## src/rtl/router_pkg.sv

```systemverilog
// Shared definitions for the router input-side packet sequencer.
package router_pkg;

    localparam int         NUM_PORTS    = 3;
    localparam logic [1:0] ADDR_INVALID = 2'b11;

    typedef enum logic [2:0] {
        DECODE_ADDRESS     = 3'd0,
        LOAD_FIRST_DATA    = 3'd1,
        LOAD_DATA          = 3'd2,
        LOAD_PARITY        = 3'd3,
        FIFO_FULL_STATE    = 3'd4,
        LOAD_AFTER_FULL    = 3'd5,
        WAIT_TILL_EMPTY    = 3'd6,
        CHECK_PARITY_ERROR = 3'd7
    } state_t;

endpackage

```

## src/rtl/router_fsm.sv

```systemverilog
// Packet-sequencing controller: steps each packet through decode, header,
// payload and parity phases; outputs are Moore decodes of the state register.
module router_fsm
    import router_pkg::*;
#(
    parameter int NUM_PORTS = router_pkg::NUM_PORTS
) (
    input  logic       clk,
    input  logic       rst,
    input  logic       pkt_valid,
    input  logic [1:0] din,
    input  logic       fifo_full,
    input  logic       fifo_empty_0,
    input  logic       fifo_empty_1,
    input  logic       fifo_empty_2,
    input  logic       soft_reset_0,
    input  logic       soft_reset_1,
    input  logic       soft_reset_2,
    input  logic       parity_done,
    input  logic       low_pkt_valid,
    output logic       detect_addr,
    output logic       lfd_state,
    output logic       ld_state,
    output logic       laf_state,
    output logic       full_state,
    output logic       rst_int_reg,
    output logic       wr_en_reg,
    output logic       busy
);

    state_t               r_state;
    state_t               w_next;
    logic [1:0]           r_addr;
    logic [NUM_PORTS-1:0] w_empty;
    logic [NUM_PORTS-1:0] w_soft;
    logic                 w_addr_ok;

    assign w_empty   = {fifo_empty_2, fifo_empty_1, fifo_empty_0};
    assign w_soft    = {soft_reset_2, soft_reset_1, soft_reset_0};
    assign w_addr_ok = pkt_valid && (din != ADDR_INVALID);

    always_ff @(posedge clk) begin
        if (rst) begin
            r_state <= DECODE_ADDRESS;
            r_addr  <= '0;
        end else begin
            r_state <= w_next;
            if (r_state == DECODE_ADDRESS && w_addr_ok)
                r_addr <= din;
        end
    end

    always_comb begin
        w_next = r_state;
        case (r_state)
            DECODE_ADDRESS: begin
                if (w_addr_ok)
                    w_next = w_empty[din] ? LOAD_FIRST_DATA : WAIT_TILL_EMPTY;
            end
            WAIT_TILL_EMPTY: begin
                if (w_empty[r_addr])
                    w_next = LOAD_FIRST_DATA;
            end
            LOAD_FIRST_DATA: w_next = LOAD_DATA;
            LOAD_DATA: begin
                if (fifo_full)
                    w_next = FIFO_FULL_STATE;
                else if (!pkt_valid)
                    w_next = LOAD_PARITY;
            end
            FIFO_FULL_STATE: begin
                if (!fifo_full)
                    w_next = LOAD_AFTER_FULL;
            end
            LOAD_AFTER_FULL: begin
                if (parity_done)
                    w_next = DECODE_ADDRESS;
                else if (low_pkt_valid)
                    w_next = LOAD_PARITY;
                else
                    w_next = LOAD_DATA;
            end
            LOAD_PARITY:        w_next = CHECK_PARITY_ERROR;
            CHECK_PARITY_ERROR: w_next = fifo_full ? FIFO_FULL_STATE : DECODE_ADDRESS;
            default:            w_next = DECODE_ADDRESS;
        endcase

        // Only the addressed port's read timeout aborts the packet in flight.
        if (r_state != DECODE_ADDRESS && w_soft[r_addr])
            w_next = DECODE_ADDRESS;
    end

    assign detect_addr = (r_state == DECODE_ADDRESS);
    assign lfd_state   = (r_state == LOAD_FIRST_DATA);
    assign ld_state    = (r_state == LOAD_DATA);
    assign laf_state   = (r_state == LOAD_AFTER_FULL);
    assign full_state  = (r_state == FIFO_FULL_STATE);
    assign rst_int_reg = (r_state == CHECK_PARITY_ERROR);
    assign wr_en_reg   = (r_state == LOAD_DATA) || (r_state == LOAD_PARITY) ||
                         (r_state == LOAD_AFTER_FULL);
    assign busy        = !((r_state == DECODE_ADDRESS) || (r_state == LOAD_DATA));

endmodule

```

## config.mk

```make
export PLATFORM = sky130hd
export DESIGN_NAME = router_fsm
export DESIGN_NICKNAME = d
export VERILOG_FILES = /design/src/rtl/router_pkg.sv /design/src/rtl/router_fsm.sv
export SDC_FILE = /design/constraint.sdc
export NUM_CORES = 1
export LEC_CHECK = 0
export CORE_AREA = 2 2 39 41
export CTS_CLUSTER_DIAMETER = 30
export DETAILED_ROUTE_END_ITERATION = 10
export DIE_AREA = 0 0 41 43
export GPL_TIMING_DRIVEN = 0
export MAX_ROUTING_LAYER = met4
export PLACE_DENSITY_LB_ADDON = 0.05
export SLEW_MARGIN = 20
export SYNTH_ARGS = -nofsm -noshare
export SYNTH_HDL_FRONTEND = slang
export SYNTH_SLANG_ARGS = --single-unit
```

## constraint.sdc

```tcl
create_clock -name clk -period 3.5 [get_ports clk]
set_input_delay 0.7 -clock clk [delete_from_list [all_inputs] [get_ports clk]]
set_output_delay 0.7 -clock clk [all_outputs]
set_load 0.02 [all_outputs]
```

Yosys cells after proc, flatten, opt, wreduce, memory -nomap -nowiden --
Cells that the tools add are included. Widths: inputs -> output; s select.
Cells by class: order comparisons 2, eq/ne operators 12, mux-type cells 16, reductions and logical operators 11
Operators by type and width (count):
- $pmux 3 s8 | 1
- $mux 3 | 7
- $eq 3x3->1 const B | 4
- $bmux 1 s2 | 3
- $eq 3x2->1 const B | 2
- $lt 2x3->1 const B | 2
- $ne 2x2->1 const B | 3
- $mux 1 | 4
- $reduce_and 4->1 | 1
- $eq 3x1->1 const B | 1
- $logic_and 1x1->1 | 3
- $logic_not 3->1 | 1
- $logic_or 1x1->1 | 3
- $ne 3x3->1 const B | 1
- $reduce_bool 3->1 | 1
- $mux 2 | 1
- $ne 2x1->1 const B | 1
- $reduce_or 2->1 | 1
- $logic_not 1->1 | 1
Word-level totals: bits in registers 5, bits of input ports 14, output and inout bits 8, word-level logic and storage cells 43

Longest topological paths before layout --
depth after elaboration 5, mapped depth 6, mapped depth without buffers 4

Least setup slack after synthesis --
Ideal clock, no wire load.
kind reg2out, start register r_state[0], end output wr_en_reg, data arrival time 1212 ps, data required time 2800 ps, slack 1588 ps, cell stages (with the launch flop) 4, buffers on the path 1, cell sequence dfxtp_1 > clkbuf_1 > nand2b_1 > o21ai_0
On the way: word-level cells in the longest chain between the ends 3, elaborated cells on any way between the ends 5, those cells by class 3 x eq/ne; 2 x reduce/logical
Ends and longest elaborated chain:
- from (decl) | RTL line router_fsm.sv:31 | state_t r_state;
- from (signal assigned) | RTL line router_fsm.sv:47 | r_state <= w_next;
- $eq 3x2->1 | RTL line router_fsm.sv:99 | assign wr_en_reg = (r_state == LOAD_DATA) || (r_state == LOAD_PARITY) ||
- $logic_or 1x1->1 | RTL line router_fsm.sv:99
- $logic_or 1x1->1 (*) | RTL line router_fsm.sv:99
- to (decl) | RTL line router_fsm.sv:27 | output logic wr_en_reg,
Mark *: on every way between the ends. The rest lies on a longest branch, timed or not.

Worst setup path in the final report --
Same ends and word-level chain as after synthesis.

==> flow_summary.ini <==
[timing]
fmax_ghz = 0.391
clock_skew_ns = 0.000674
tightest_slew_ns = 0.420
period_share = 0.730
setup_viol = 0
rsz0062_at_grt = no
maxSlewViolCount = 0
hold_viol_final = 0
slew_headroom = 0.718
min_period_ns = 2.56
tns_ns = 0

[power]
power_density_nw_per_um2 = 593
leakage_nw = 0.271
ir_worst_vdd_uv = 290
power.total_w = 0.000445

[yosys]
ys_types = 28
synth_ff_type = dfxtp_1
synth_cells = 59
synth-edff-count = 0
synth_async_sr_flop_share = 0
seq_area_frac_synth = 0.203
synthesis.area_um2 = 494
yosys_register_bits = 5
yosys_warnings = 0
syn_area_per_cell_um2 = 8.38
synth_nets = 73

[final_layout]
final_util = 0.542
fin_cells = 100
layout-drive-gt1-share = 0.179
syn_to_final_growth_pct = 51.9
nets = 99
antenna_cells = 0

[routing]
drc_errors = 0
num_vias = 502
wl_um = 1190
drt_iter0_drc = 4
wl_per_cell_um = 11.9
vias_per_cell = 5.02
routed-wl-met3_um = 74
drt_pre_antenna_iters = 2
antenna_left = 0
route.met2.wl_um = 589
wl_met1_um = 524
dr.max_layer_used = met3

[die]
die_y_um = 43
ios = 22
start_util = 0.357
core_um2 = 1380
die_x_um = 41
core.rowCount = 14
fp.dieArea_um2 = 1760

[setup_path]
worstPathRequired_ns = 2.80
end_kind = output pin
crit_type = flip-flop to output pin
path_max_fanout = 10
worstPathArrival_ns = 1.86
startpoint_type = flip-flop

[placement]
dp.cells = 96
io_buffers = 21
place_congestion = 0.689
dp_hpwl_um = 939

[clock_network]
clock-root-buffer = clkbuf_4
clkLatencyLatePin_ns = 0.23
cts-hold-fix-buffers = 0
clkTransAtPathRegs_ns = 0.04
post-cts-setup-buffer-count = 0
cts_made_buffers = 3
htree_levels = 1
ctsResizeCount = 0
cts_num_sinks = 5
cts_buffer_depth = 2
cts_tree = yes

[global_route]
grt_use_total = 0.150
antenna_found_initial = 0
grt_pass1_vias = 462
grt_overflow = 0
grt_max_degree = 11
grt_first_pass_wirelength_um = 1810

[min_path]
hp-class = flip-flop to flip-flop

[status]
status = finished clean

[job]
drv_cap = 0
[logic make-up after synthesis]
logic type | Yosys count | share of synthesized area
AND/OR/NAND/NOR | 28 | 0.359
AO/OA/AOI/OAI | 16 | 0.299
flip-flops | 5 | 0.203
multiplexers | 2 | 0.0405
buffers and inverters | 8 | 0.0987
[registers in the layout, indices dropped and copies added, names as in the netlist]
name / flops
r_addr: 2
r_state: 3
[stage by stage]
step,hold slack [ns],cell area [µm²],setup slack (ns)
after global routing,0.648,751,0.812
after floorplan,0.544,494,1.59
final,0.605,751,0.944
after CTS,0.615,751,0.930
after detailed placement,0.608,724,1.19
after global placement,0.583,724,1.17
[report_power, final]
group	internal [W]	leakage (nW)	switching [W]
clock	0.0000429	0.0150	0.0000205
sequential	0.0000717	0.0411	0.0000136
combinational	0.000148	0.215	0.000148
total	0.000263	0.271	0.000182
[layout by cell type, fill, tap and decap left out]
master           netlist  routed
a2111oi_4              1       1
a211oi_1               1       1
a21boi_0               1       1
a21oi_1                3       3
a221oi_2               1       1
a311oi_1               1       1
and3_1                 1       1
buf_4                  1       1
buf_6                  2       2
clkbuf_1               1       2
clkbuf_4               0       3
clkdlybuf4s50_1        0      21
dfxtp_1                5       5
inv_1                  4       4
mux2i_1                2       2
nand2_1                5       5
nand2b_1               2       2
nand3b_1               1       1
nand4b_1               1       1
nor2_1                 8       8
nor2b_1                2       2
nor3_1                 3       3
nor3b_2                2       2
nor4b_4                1       1
o2111ai_1              1       1
o21ai_0                3       3
o22a_1                 2       2
o22ai_2                2       2
or2_2                  1       1
or3_4                  1       1
[final cells by class]
| type | count | area (µm²) |
|---|---|---|
| fillers | 148 | 633 |
| multi-input cells | 46 | 345 |
| repair buffers | 21 | 210 |
| flip-flops and latches | 5 | 100 |
| plain buffers | 4 | 33.8 |
| clock buffers | 4 | 26.3 |
| well taps | 16 | 20.0 |
| inverters | 4 | 15.0 |
[worst max-delay path, stage by stage (launching register included)]
cell,delay (ns)
dfxtp_1,0.34
clkbuf_1,0.33
nand2b_1,0.17
o21ai_0,0.16
clkdlybuf4s50_1,0.62
[routing by layer]
metal | track usage | vias to the layer above
li1 | - | 264
met1 | 0.168 | 223
met2 | 0.266 | 15
met3 | 0.0157 | 0
met4 | 0.0400 | 0
met5 | - | -
[cells in the mapped netlist (2+ instances only)]
master,number,area share
nor3_1,3,0.030
a21oi_1,3,0.030
nand2b_1,2,0.025
nor2_1,8,0.061
o22a_1,2,0.035
nor2b_1,2,0.025
mux2i_1,2,0.041
o22ai_2,2,0.051
nand2_1,5,0.038
inv_1,4,0.030
o21ai_0,3,0.030
nor3b_2,2,0.051
dfxtp_1,5,0.20
buf_6,2,0.046
[final timing paths]
| kind | from | endpoint | slack [ns] | cells after the start |
|---|---|---|---|---|
| setup / recovery | r_state[0] | wr_en_reg | 0.94 | 4 |
| hold / removal | r_addr[1] | r_addr[1] | 0.61 | 2 |
| setup reg to reg | r_state[2] | r_state[0] | 1.95 | 6 |
| hold reg to reg | r_addr[1] | r_addr[1] | 0.61 | 2 |
No activity file was read; power rests on OpenSTA's default activity.
